[src/rtl/req_arbiter16.sv]
// 16-way request arbiter: round-robin or fixed-priority, grant held until released.
// Optional macro ARB_TIMEOUT_EN adds a MAX_HOLD-cycle forced release with a timeout pulse.
module req_arbiter16 #(
  parameter int N        = 16,
  parameter int IDW      = 4,
  parameter int RR       = 1,
  parameter int MAX_HOLD = 64
) (
  input  logic           clk,
  input  logic           rst,
  input  logic           en,
  input  logic [N-1:0]   req,
  output logic [N-1:0]   gnt,
  output logic [IDW-1:0] gnt_id,
  output logic           gnt_valid,
  output logic           timeout
);

  typedef enum logic {IDLE, GRANT} state_t;

  if ((1 << IDW) != N || MAX_HOLD < 2 || MAX_HOLD > 255) begin : g_bad_param
    $error("req_arbiter16: IDW must be clog2(N) and MAX_HOLD must be 2..255");
  end

  state_t         state_q, state_d;
  logic [IDW-1:0] ptr_q, ptr_d;
  logic [N-1:0]   gnt_q, gnt_d;
  logic [IDW-1:0] gnt_id_q, gnt_id_d;
  logic           gnt_valid_q, gnt_valid_d;
  logic           timeout_q, timeout_d;
  logic           win_found;
  logic [IDW-1:0] win_id;
  logic [IDW-1:0] idx;
  logic           released;
  logic           force_off;

`ifdef ARB_TIMEOUT_EN
  localparam logic [7:0] HOLD_LAST = 8'(MAX_HOLD - 1);
  logic [7:0] hold_q, hold_d;
`endif

  // Search upward from ptr with wrap; descending loop leaves the nearest hit.
  always_comb begin
    win_found = 1'b0;
    win_id    = '0;
    idx       = '0;
    for (int k = N - 1; k >= 0; k--) begin
      idx = ptr_q + IDW'(k);
      if (req[idx]) begin
        win_found = 1'b1;
        win_id    = idx;
      end
    end
  end

  assign released = ~req[gnt_id_q];

`ifdef ARB_TIMEOUT_EN
  assign force_off = req[gnt_id_q] && (hold_q >= HOLD_LAST);
`else
  assign force_off = 1'b0;
`endif

  always_comb begin
    state_d     = state_q;
    ptr_d       = ptr_q;
    gnt_d       = gnt_q;
    gnt_id_d    = gnt_id_q;
    gnt_valid_d = gnt_valid_q;
    timeout_d   = 1'b0;
`ifdef ARB_TIMEOUT_EN
    hold_d      = hold_q;
`endif
    case (state_q)
      IDLE: begin
        if (en && win_found) begin
          gnt_d         = '0;
          gnt_d[win_id] = 1'b1;
          gnt_id_d      = win_id;
          gnt_valid_d   = 1'b1;
          state_d       = GRANT;
`ifdef ARB_TIMEOUT_EN
          hold_d        = '0;
`endif
        end
      end
      GRANT: begin
        // A voluntary release wins over a simultaneous timeout.
        if (released || force_off) begin
          gnt_d       = '0;
          gnt_valid_d = 1'b0;
          state_d     = IDLE;
          timeout_d   = ~released;
          if (RR != 0) begin
            ptr_d = gnt_id_q + IDW'(1);
          end
        end
`ifdef ARB_TIMEOUT_EN
        else begin
          hold_d = hold_q + 8'd1;
        end
`endif
      end
      default: state_d = IDLE;
    endcase
  end

  always_ff @(posedge clk) begin
    if (rst) begin
      state_q     <= IDLE;
      ptr_q       <= '0;
      gnt_q       <= '0;
      gnt_id_q    <= '0;
      gnt_valid_q <= 1'b0;
      timeout_q   <= 1'b0;
`ifdef ARB_TIMEOUT_EN
      hold_q      <= '0;
`endif
    end else begin
      state_q     <= state_d;
      ptr_q       <= ptr_d;
      gnt_q       <= gnt_d;
      gnt_id_q    <= gnt_id_d;
      gnt_valid_q <= gnt_valid_d;
      timeout_q   <= timeout_d;
`ifdef ARB_TIMEOUT_EN
      hold_q      <= hold_d;
`endif
    end
  end

  assign gnt       = gnt_q;
  assign gnt_id    = gnt_id_q;
  assign gnt_valid = gnt_valid_q;
`ifdef ARB_TIMEOUT_EN
  assign timeout   = timeout_q;
`else
  assign timeout   = 1'b0;
`endif

endmodule
[config.mk]
export PLATFORM = sky130hd
export DESIGN_NAME = req_arbiter16
export DESIGN_NICKNAME = d
export VERILOG_FILES = /design/src/rtl/req_arbiter16.sv
export SDC_FILE = /design/constraint.sdc
export NUM_CORES = 1
export LEC_CHECK = 0
export CAP_MARGIN = 20
export CORE_MARGIN = 2
export CORE_UTILIZATION = 40
export DETAILED_ROUTE_END_ITERATION = 8
export PLACE_DENSITY_LB_ADDON = 0.2
export SLEW_MARGIN = 30
export SYNTH_ARGS = -nofsm -noshare
export SYNTH_HDL_FRONTEND = slang
export SYNTH_SLANG_ARGS = --single-unit
[constraint.sdc]
create_clock -name clk -period 7.65 [get_ports clk]
set_input_delay 1.9125 -clock clk [delete_from_list [all_inputs] [get_ports clk]]
set_output_delay 1.9125 -clock clk [all_outputs]
set_load 0.03 [all_outputs]
==> results of run 1 <==
-- Yosys cell counts (all sizes together), types with 4 or more instances --
master    n
ha        8
dfxtp    26
clkbuf    7
o311ai    5
nor2     29
nand2b    9
a22o     12
nor2b     9
nand2    15
mux4     35
o211ai    4
buf      16
a32o      4
nor3     13
xor2      4
mux2i    27
a21oi    23
a22oi     7
inv      11
mux2     17
xnor2    11
and3      7
a211oi    8
a2111oi   5
o21ai     8
-- power by group through the flow --
stage	clock [mW]	combinational (mW)	sequential (mW)
after floorplan	0	0.629	0.195
after global placement	0	0.830	0.175
after detailed placement	0	0.834	0.174
after CTS	0.114	0.838	0.172
after global routing	0.120	0.916	0.174
final	0.112	0.852	0.171
-- logic make-up after synthesis --
family	Yosys count	share of synthesized area [%]
AOI/OAI and AO/OA	104	22.45
and+or+nand+nor	103	16.01
other	1	0.1048
xor gates and xnor gates	15	3.881
buffers and inverters	35	5.280
DFF	26	14.55
muxes	79	34.93
adders and majority gates	8	2.797
-- layout make-up --
class	instances	area, µm²	share of cell area (%)
Multi-Input combinational cell	310	2872	70.66
Tap cell	108	135.1	3.325
Clock inverter	1	30.03	0.7389
Clock buffer	3	41.29	1.016
Sequential cell	26	520.5	12.81
Inverter	12	45.04	1.108
Timing Repair Buffer	43	420.4	10.34
-- stage by stage --
step / hold WS (ps) / setup slack [ps] / cells
5_1_grt: 496.8 / 2190 / 503
3_5_place_dp: 467.5 / 1875 / 499
6_report: 480.5 / 2309 / 503
2_1_floorplan: 549.3 / 3182 / 371
3_3_place_gp: 465.0 / 1913 / 499
4_1_cts: 488.2 / 2149 / 503
-- placed cells by master, fill, tap and decap left out, types with 4 or more instances in the layout --
master	n
nor2_1	29
a22o_1	12
inv_1	8
dfxtp_1	26
nor3_1	12
clkdlybuf4s50_1	39
a21oi_1	22
o211ai_1	4
xor2_1	4
and3_1	6
a211oi_1	6
a32o_1	4
ha_1	8
nand2b_1	9
nor2b_1	8
nand2_1	15
mux2i_1	27
xnor2_1	10
a2111oi_0	4
a22oi_1	7
mux2_2	15
o21ai_0	8
buf_4	4
o311ai_0	4
mux4_2	35
-- worst max path at each step --
stage           start                    to  slack [ps]
2_1_floorplan  req[4]  gnt[11]$_SDFFE_PP0P_        3180
3_3_place_gp   req[6]   gnt[7]$_SDFFE_PP0P_        1910
3_5_place_dp   req[6]   gnt[1]$_SDFFE_PP0P_        1880
4_1_cts        req[6]  gnt[10]$_SDFFE_PP0P_        2150
5_1_grt        req[5]  gnt[13]$_SDFFE_PP0P_        2190
6_report       req[4]   gnt[9]$_SDFFE_PP0P_        2310
-- sequential cells by signal, summed over array words and instances, names as in the netlist --
register   cells
gnt           16
gnt_id         4
gnt_valid      1
ptr_q          4
state_q        1
-- per-layer routing --
metal  track usage, %  share of wire, %  vias to the layer above
li1                 -                 -                     1520
met2            33.54                48                      114
met4            2.740              0.46                        0
met3            1.986               4.6                        8
met1            30.03                47                     1609
met5                0                 0                        -
==> metrics.txt, run 1 <==
max-slew violations 0; Synth top area share between 20% and 30%; fin crit period 5341 ps; Hold Path Origin gnt[4]$_SDFFE_PP0P_; GRT Total Usage 20.40%; Post-synth EDFFs 0; Final ANT Viol Nets 0; clock slew at reported path FFs about 90 ps; Tightest Pin Transition 871.5 ps; max-cap check violation count 0; Setup crit end kind register; largest net degree at the start of global routing 35; normalized max-slew margin roughly two fifths; Final #Nets 423; Ys Warns 0; DRC viols 0; CP Max Fanout 9; chip height around 99 µm; first-pass GRT wire length between 15 and 20 mm; Core ar. 8678 µm²; placed wire-length estimate roughly 7.6 mm; type of the worst setup path in -> reg; post-route cell area 4064 µm²; Final Hold Viols 0; worst path buffer plus inverter count 1; CTS tree yes; antenna violations before repair 0; crit path cell chain clkdlybuf4s50_1 -> nor2b_1 -> a2111oi_0 -> nor4_2 -> mux2i_1 -> o221ai_1 -> o22a_1 -> o311ai_2 -> nor2b_1 -> a32o_1; Clk pwr share around 9.9%; internal power about 0.57 mW; H-tree depth 1; Fmax achieved 187.2 MHz; DRT iter0 DRCs between 300 and 400; Final Util a little under half; share of layout cells above drive strength 1 between 10% and 20%; Pre-antenna DRT Iters 5; FF-to-FF path depth 12; CP Depth 10; Syn Nets approximately 400; Data required, critical path 7820 ps; Synth Instances roughly 370; leakage between 1 and 1.5 nW; post-CTS setup buffers 0; Worst path max stage delay about 660 ps; syn avg cell area 9.645 µm²; r2r setup slk 2550 ps; # setup viols final 0; post-route setup TNS 0 ps; Max Buffers Root-to-Sink 2; hold buffers post-CTS 0; drt via density between 6 and 7; switching power roughly 0.56 mW; Worst EP arrival ~5500 ps; Ports 41; RSZ-0062 raised after global routing false; Starting Density between 40% and 50%; CP max stage cell mux2i_1; outcome finished clean; Filler Cells Inserted about 860; Async S/R FF share, synth 0%; PD cells between 200 and 300 nW/µm²; Avg WL per Cell ~20 µm; synth top area cells mux4_2 (22%), dfxtp_1 (15%), mux2i_1 (7.6%); Seq pwr share roughly 15%; Hold Path Class reg -> reg; Die W between 90 and 100 µm; reg2reg end gnt[2]$_SDFFE_PP0P_; worst hold path depth 1; n_diodes 0; Layout Area Growth over Synthesis 13.57%; Crit path max-delay family compound AO/OA/AOI/OAI gates; RR Startpoint ptr_q[0]$_SDFFE_PP0P_; CTS Buf Count 3; switching share of power between 40% and 50%; CP Launch Type input port; Post-CTS Resized 0; port bufs 39; Mapped Area between 3000 and 4000 µm²; Root Buffer clkbuf_8; Post-DP Area 3990 µm²; DR vias between 3,000 and 4,000; Netlist cell types just over 70; crit share post-route 69.81%; top_reg_cell synth dfxtp_1; WHS Endpoint gnt[4]$_SDFFE_PP0P_; worst vdd ir 0.0001304 V; CTS Sinks 26; worst skew pair latency between 200 and 300 ps; Most Frequent Cell on Critical Path nor2b_1; DRT Wirelength a little over 10 mm; Logic pwr share about three quarters; largest area contributor in the netlist mux4_2; die area approximately 9700 µm²; Cell Rows 34; post-synthesis sequential area ratio 14.55%; Final Wtd Congestion between 0.8 and 0.9; post-synthesis register bit count 26; final total power approximately 1.1 mW; gr ovfl total 0; via count of the first global-routing pass 3,049; Final Skew 1.983 ps
(Power assumes the default switching activity.)
==> run 2: changes to the inputs <==
Clock period 7.65 ns to 4.3 ns, I/O delays scaled along.
==> run 2 against run 1 <==
Against the previous run:
- utilization up 5.9 points
- routed wire length up 8.6%
- cell count up 14%
- clock skew up 1.3 ps
- sequential power up 84%
- sequential cell count unchanged
- first-iteration DRC count down 26%
- clock power up 40%
- sequential share of layout area down 1.4 points
- cell area up 13%
- global-route usage up 2.4 points
- count of clock-buffer cells in the layout up 1
- critical path type unchanged
- largest cell class unchanged
- highest routed layer unchanged
==> metrics.txt, run 2 (same netlist as run 1, synthesis figures left out) <==
Die W between 90 and 100 µm; max-slew violations 0; CTS Sinks 26; Final Util between 50 and 60%; placed wire-length estimate 8.747 mm; drt via density ~6.2; Worst EP arrival around 4400 ps; worst vdd ir between 0.0002 and 0.00025 V; RSZ-0062 raised after global routing true; via count of the first global-routing pass around 3,400; Most Frequent Cell on Critical Path mux2_2; DR vias between 3,000 and 4,000; Final Skew 3.294 ps; final total power roughly 2.3 mW; Final Hold Viols 0; post-route setup TNS 0 ps; CP max stage cell or4_4; worst skew pair latency 270 ps; Setup crit end kind register; n_diodes 0; chip height between 90 and 100 µm; DRC viols 0; CTS Buf Count 3; Layout Area Growth over Synthesis 27.87%; Ports 41; crit path cell chain clkdlybuf4s50_1 -> mux2_2 -> mux2_2 -> mux4_2 -> or4_4 -> nor3_4 -> a2111oi_1 -> a21boi_4 -> and3_4 -> a22o_1; type of the worst setup path in -> reg; CP Max Fanout 8; gr ovfl total 0; hold buffers post-CTS 0; most common cell after layout, fill and taps aside buf_4; PD cells between 400 and 500 nW/µm²; max reg flops 16; Fmax achieved ~240 MHz; fin crit period between 4000 and 5000 ps; H-tree depth 1; Reg area 520.5 µm²; Pre-antenna DRT Iters 5; crit share post-route slightly below 100%; non-filler cells, final ~570; CP Launch Type input port; most frequent cells in the layout buf_4 (72), clkdlybuf4s50_1 (39), mux4_2 (35), nor2_1 (29); largest net degree at the start of global routing 24; area taken by multi-input logic gates 2889 µm²; Tightest Pin Transition 823.4 ps; outcome finished clean; Final Wtd Congestion about 0.87; Crit path max-delay family multiplexers; DRT Wirelength around 11 mm; final hold slack ~470 ps; die area between 9000 and 10,000 µm²; GRT Total Usage a little under a quarter; Final #Nets 491; CTS tree yes; Worst path max stage delay roughly 610 ps; antenna violations before repair 0; clock slew at reported path FFs 80 ps; Inst Count DP roughly 570; Avg WL per Cell 19.12 µm; Hold Path Class reg -> reg; share of layout cells above drive strength 1 ~31%; DRT iter0 DRCs about 260; Starting Density around two fifths; first-pass GRT wire length between 15 and 20 mm; Data required, critical path around 4500 ps; Final ANT Viol Nets 0; Max Buffers Root-to-Sink 2; Core ar. slightly below 9000 µm²; Cell Rows 34; port bufs 39; leakage approximately 1.7 nW; Filler Cells Inserted 853; worst path buffer plus inverter count 1; Root Buffer clkbuf_8; normalized max-slew margin ~45%; max-cap check violation count 0; # setup viols final 0
-- run 2: cell types whose count changed in the layout (fill, tap and decap cells not counted), sizes merged --
cell	previous run	this run
buf	4	72
bufinv	1	0
clkbuf	3	4
-- run 2: power by group --
group / switching [mW] / leakage (nW) / internal [mW]
clock: 0.0746 / 0.0288 / 0.0819
sequential: 0.0425 / 0.211 / 0.272
combinational: 0.950 / 1.50 / 0.835
total: 1.07 / 1.74 / 1.19
-- run 2: area by class of cell --
cell class,count,area share (%)
clock buffers,4,1.203
inverters,12,0.9844
multi-input cells,310,63.14
flip-flops and latches,26,11.38
well taps,108,2.953
repair buffers,111,20.34
-- run 2: layer usage --
| metal | vias to the layer above | wire length (µm) | track usage [%] |
|---|---|---|---|
| met2 | 123 | 5128 | 36.53 |
| met1 | 1720 | 5053 | 33.23 |
| met5 | - | 0 | 0 |
| met4 | 0 | 201 | 4.636 |
| li1 | 1667 | - | - |
| met3 | 15 | 536 | 2.908 |
-- run 2: what timing repair did --
action | in CTS | in global routing
setup endpoints to repair | 0 | 11
buffers inserted | 0 | 0
resized for setup | 0 | 4
-- run 2: worst reg2reg max path, cell delays in order, from the launching register on --
cell	delay, ps
dfxtp_1	500
inv_1	100
ha_1	280
buf_4	300
mux2_2	390
mux2_2	290
mux4_2	590
or4_4	610
nor3_4	250
a2111oi_1	160
a21boi_4	180
and3_4	200
a22o_1	180
-- run 2: worst paths after layout --
check	start	slack, ps	depth (start not counted)	endpoint
min	gnt_valid$_SDFFE_PP0P_	470	1	gnt_valid$_SDFFE_PP0P_
min reg2reg	gnt_valid$_SDFFE_PP0P_	470	1	gnt_valid$_SDFFE_PP0P_
max reg2reg	ptr_q[1]$_SDFFE_PP0P_	160	12	gnt[10]$_SDFFE_PP0P_
max	req[12]	70	10	gnt[10]$_SDFFE_PP0P_
-- run 2: per-stage QoR --
stage	setup slack, ps	instance area [µm²]
final	70.06	4576
after global routing	-11.67	4576
after CTS	98.80	4556
after detailed placement	-177.5	4501
after global placement	-159.1	4501
after floorplan	52.31	3580
==> run 3: changes to the inputs <==
Settings changed: REMOVE_ABC_BUFFERS set to 1.
==> run 3 against run 2 <==
Against the previous run:
- cell area grew 0.30%
- clock skew shrank 1.5 ps
- critical path depth down 1
- non-clock buffer count is 2 higher
- worst hold slack worse by 0.64 ps
- highest routed layer unchanged
- critical path type unchanged
- sequential share of layout area about the same
- clock power about the same
==> metrics.txt, run 3 (same netlist as run 1, synthesis figures left out) <==
outcome finished clean; Ports 41; Setup crit end kind register; RR Startpoint ptr_q[0]$_SDFFE_PP0P_; worst vdd ir around 0.00019 V; DRT Wirelength 11.11 mm; crit share post-route between 90% and 100%; most common cell after layout, fill and taps aside buf_4; Layout Area Growth over Synthesis 28.25%; Pre-antenna DRT Iters 5; max reg flops 16; WHS Endpoint gnt_valid$_SDFFE_PP0P_; Data required, critical path between 4000 and 5000 ps; post-route setup TNS 0 ps; Die W approximately 99 µm; share of layout cells above drive strength 1 about a third; Fmax achieved roughly 240 MHz; post-place setup slack -204.0 ps; port bufs 39; clock slew at reported path FFs roughly 90 ps; fin crit period between 4000 and 5000 ps; Avg WL per Cell around 19 µm; Final Hold Viols 0; FF-to-FF path depth 12; worst hold path depth 1; CTS Sinks 26; drt via density ~6.3; Cell Rows 34; die area between 9000 and 10,000 µm²; largest net degree at the start of global routing 28; Starting Density just over 40%; PD cells around 500 nW/µm²; reg2reg end gnt[11]$_SDFFE_PP0P_; CP Max Fanout 8; placed wire-length estimate just under 9 mm; Final ANT Viol Nets 0; via count of the first global-routing pass 3,557; Core ar. ~8700 µm²; CTS tree yes; GRT Total Usage between 20 and 25%; RSZ-0062 raised after global routing true; final worst slack 125.6 ps; Hold Path Origin gnt_valid$_SDFFE_PP0P_; Hold Path Class reg -> reg; gr ovfl total 0; n_diodes 0; hold buffers post-CTS 0; Final Wtd Congestion around 0.94; DR vias between 3,000 and 4,000; H-tree depth 1; Tightest Pin Transition 680.7 ps; normalized max-slew margin between 50 and 60%; Max Buffers Root-to-Sink 2; type of the worst setup path in -> reg; CTS Buf Count 3; DRC viols 0; most frequent cells in the layout buf_4 (74), clkdlybuf4s50_1 (38), mux4_2 (35), nor2_1 (29); Final Skew around 1.8 ps; chip height 98.59 µm; DRT iter0 DRCs 239; antenna violations before repair 0; # setup viols final 0; CP Launch Type input port; first-pass GRT wire length ~18 mm; Final #Nets approximately 500; r2r setup slk between 200 and 300 ps; worst skew pair latency about 270 ps; leakage about 1.8 nW; max-slew violations 0; Worst EP arrival around 4300 ps; max-cap check violation count 0; Root Buffer clkbuf_8
==> run 3: cell types whose count changed in the layout (fill, tap and decap cells not counted) <==
cell	previous run	this run
buf_4	72	74
a2111oi_1	2	1
a2111oi_2	0	1
a221oi_1	1	2
a221oi_2	1	0
clkdlybuf4s50_1	39	38
dlymetal6s2s_1	0	1
nor4_2	1	2
nor4_4	1	0
nor4b_1	1	0
nor4b_2	0	1
==> run 3: repair_timing <==
item	CTS	global route
setup buffers	0	1
resized for setup	0	5
endpoints found under the setup margin	0	12
==> run 3: final cells by class <==
class / count / area (µm²)
Fill cell: 815 / 4089
Multi-Input combinational cell: 310 / 2885
Timing Repair Buffer: 113 / 948.4
Sequential cell: 26 / 520.5
Tap cell: 108 / 135.1
Clock buffer: 4 / 55.05
Inverter: 12 / 45.04
==> run 3: power by group <==
group / switching [mW] / internal (mW) / total, mW
Sequential: 0.0441 / 0.272 / 0.316
Combinational: 0.959 / 0.877 / 1.84
Clock: 0.0747 / 0.0818 / 0.156
Total: 1.08 / 1.23 / 2.31
==> run 3: critical path, stage by stage <==
cell and delay (ps):
clkdlybuf4s50_1 560, mux4_2 600, mux4_2 570, or4_4 570
nor3_4 250, a2111oi_2 150, a21boi_4 180, and3_4 200
a22o_1 180
==> run 3: worst max path at each step <==
stage                           from                    to  slack [ps]  depth (start not counted)
2_1_floorplan  ptr_q[0]$_SDFFE_PP0P_   gnt[0]$_SDFFE_PP0P_        -940                         10
3_3_place_gp                 req[11]  gnt[11]$_SDFFE_PP0P_        -260                         13
3_5_place_dp                 req[11]  gnt[14]$_SDFFE_PP0P_        -200                         13
4_1_cts                       req[8]  gnt[11]$_SDFFE_PP0P_          60                         13
5_1_grt                       req[0]   gnt[9]$_SDFFE_PP0P_          -9                          8
6_report                      req[0]  gnt[11]$_SDFFE_PP0P_         130                          9
==> run 3: through the flow <==
stage          utilization (%)  total power, mW  instances  hold WS, ps  instance area (µm²)
6_report                 52.88            2.309        573        473.2                 4589
5_1_grt                  52.88            2.478        573        503.7                 4589
4_1_cts                  52.58            2.275        572        477.6                 4563
3_5_place_dp             51.95            2.113        568        456.6                 4508
3_3_place_gp             51.95            2.100        568        448.6                 4508
2_1_floorplan                -            1.425        348        549.3                 3435
==> run 3: per-layer routing <==
metal | up-vias | global-route usage, % | part of all wire [%]
met1 | 1767 | 31.48 | 44
met5 | - | 0 | 0
met3 | 24 | 2.695 | 5.8
met2 | 147 | 37.78 | 47
li1 | 1669 | - | -
met4 | 0 | 6.849 | 3.2
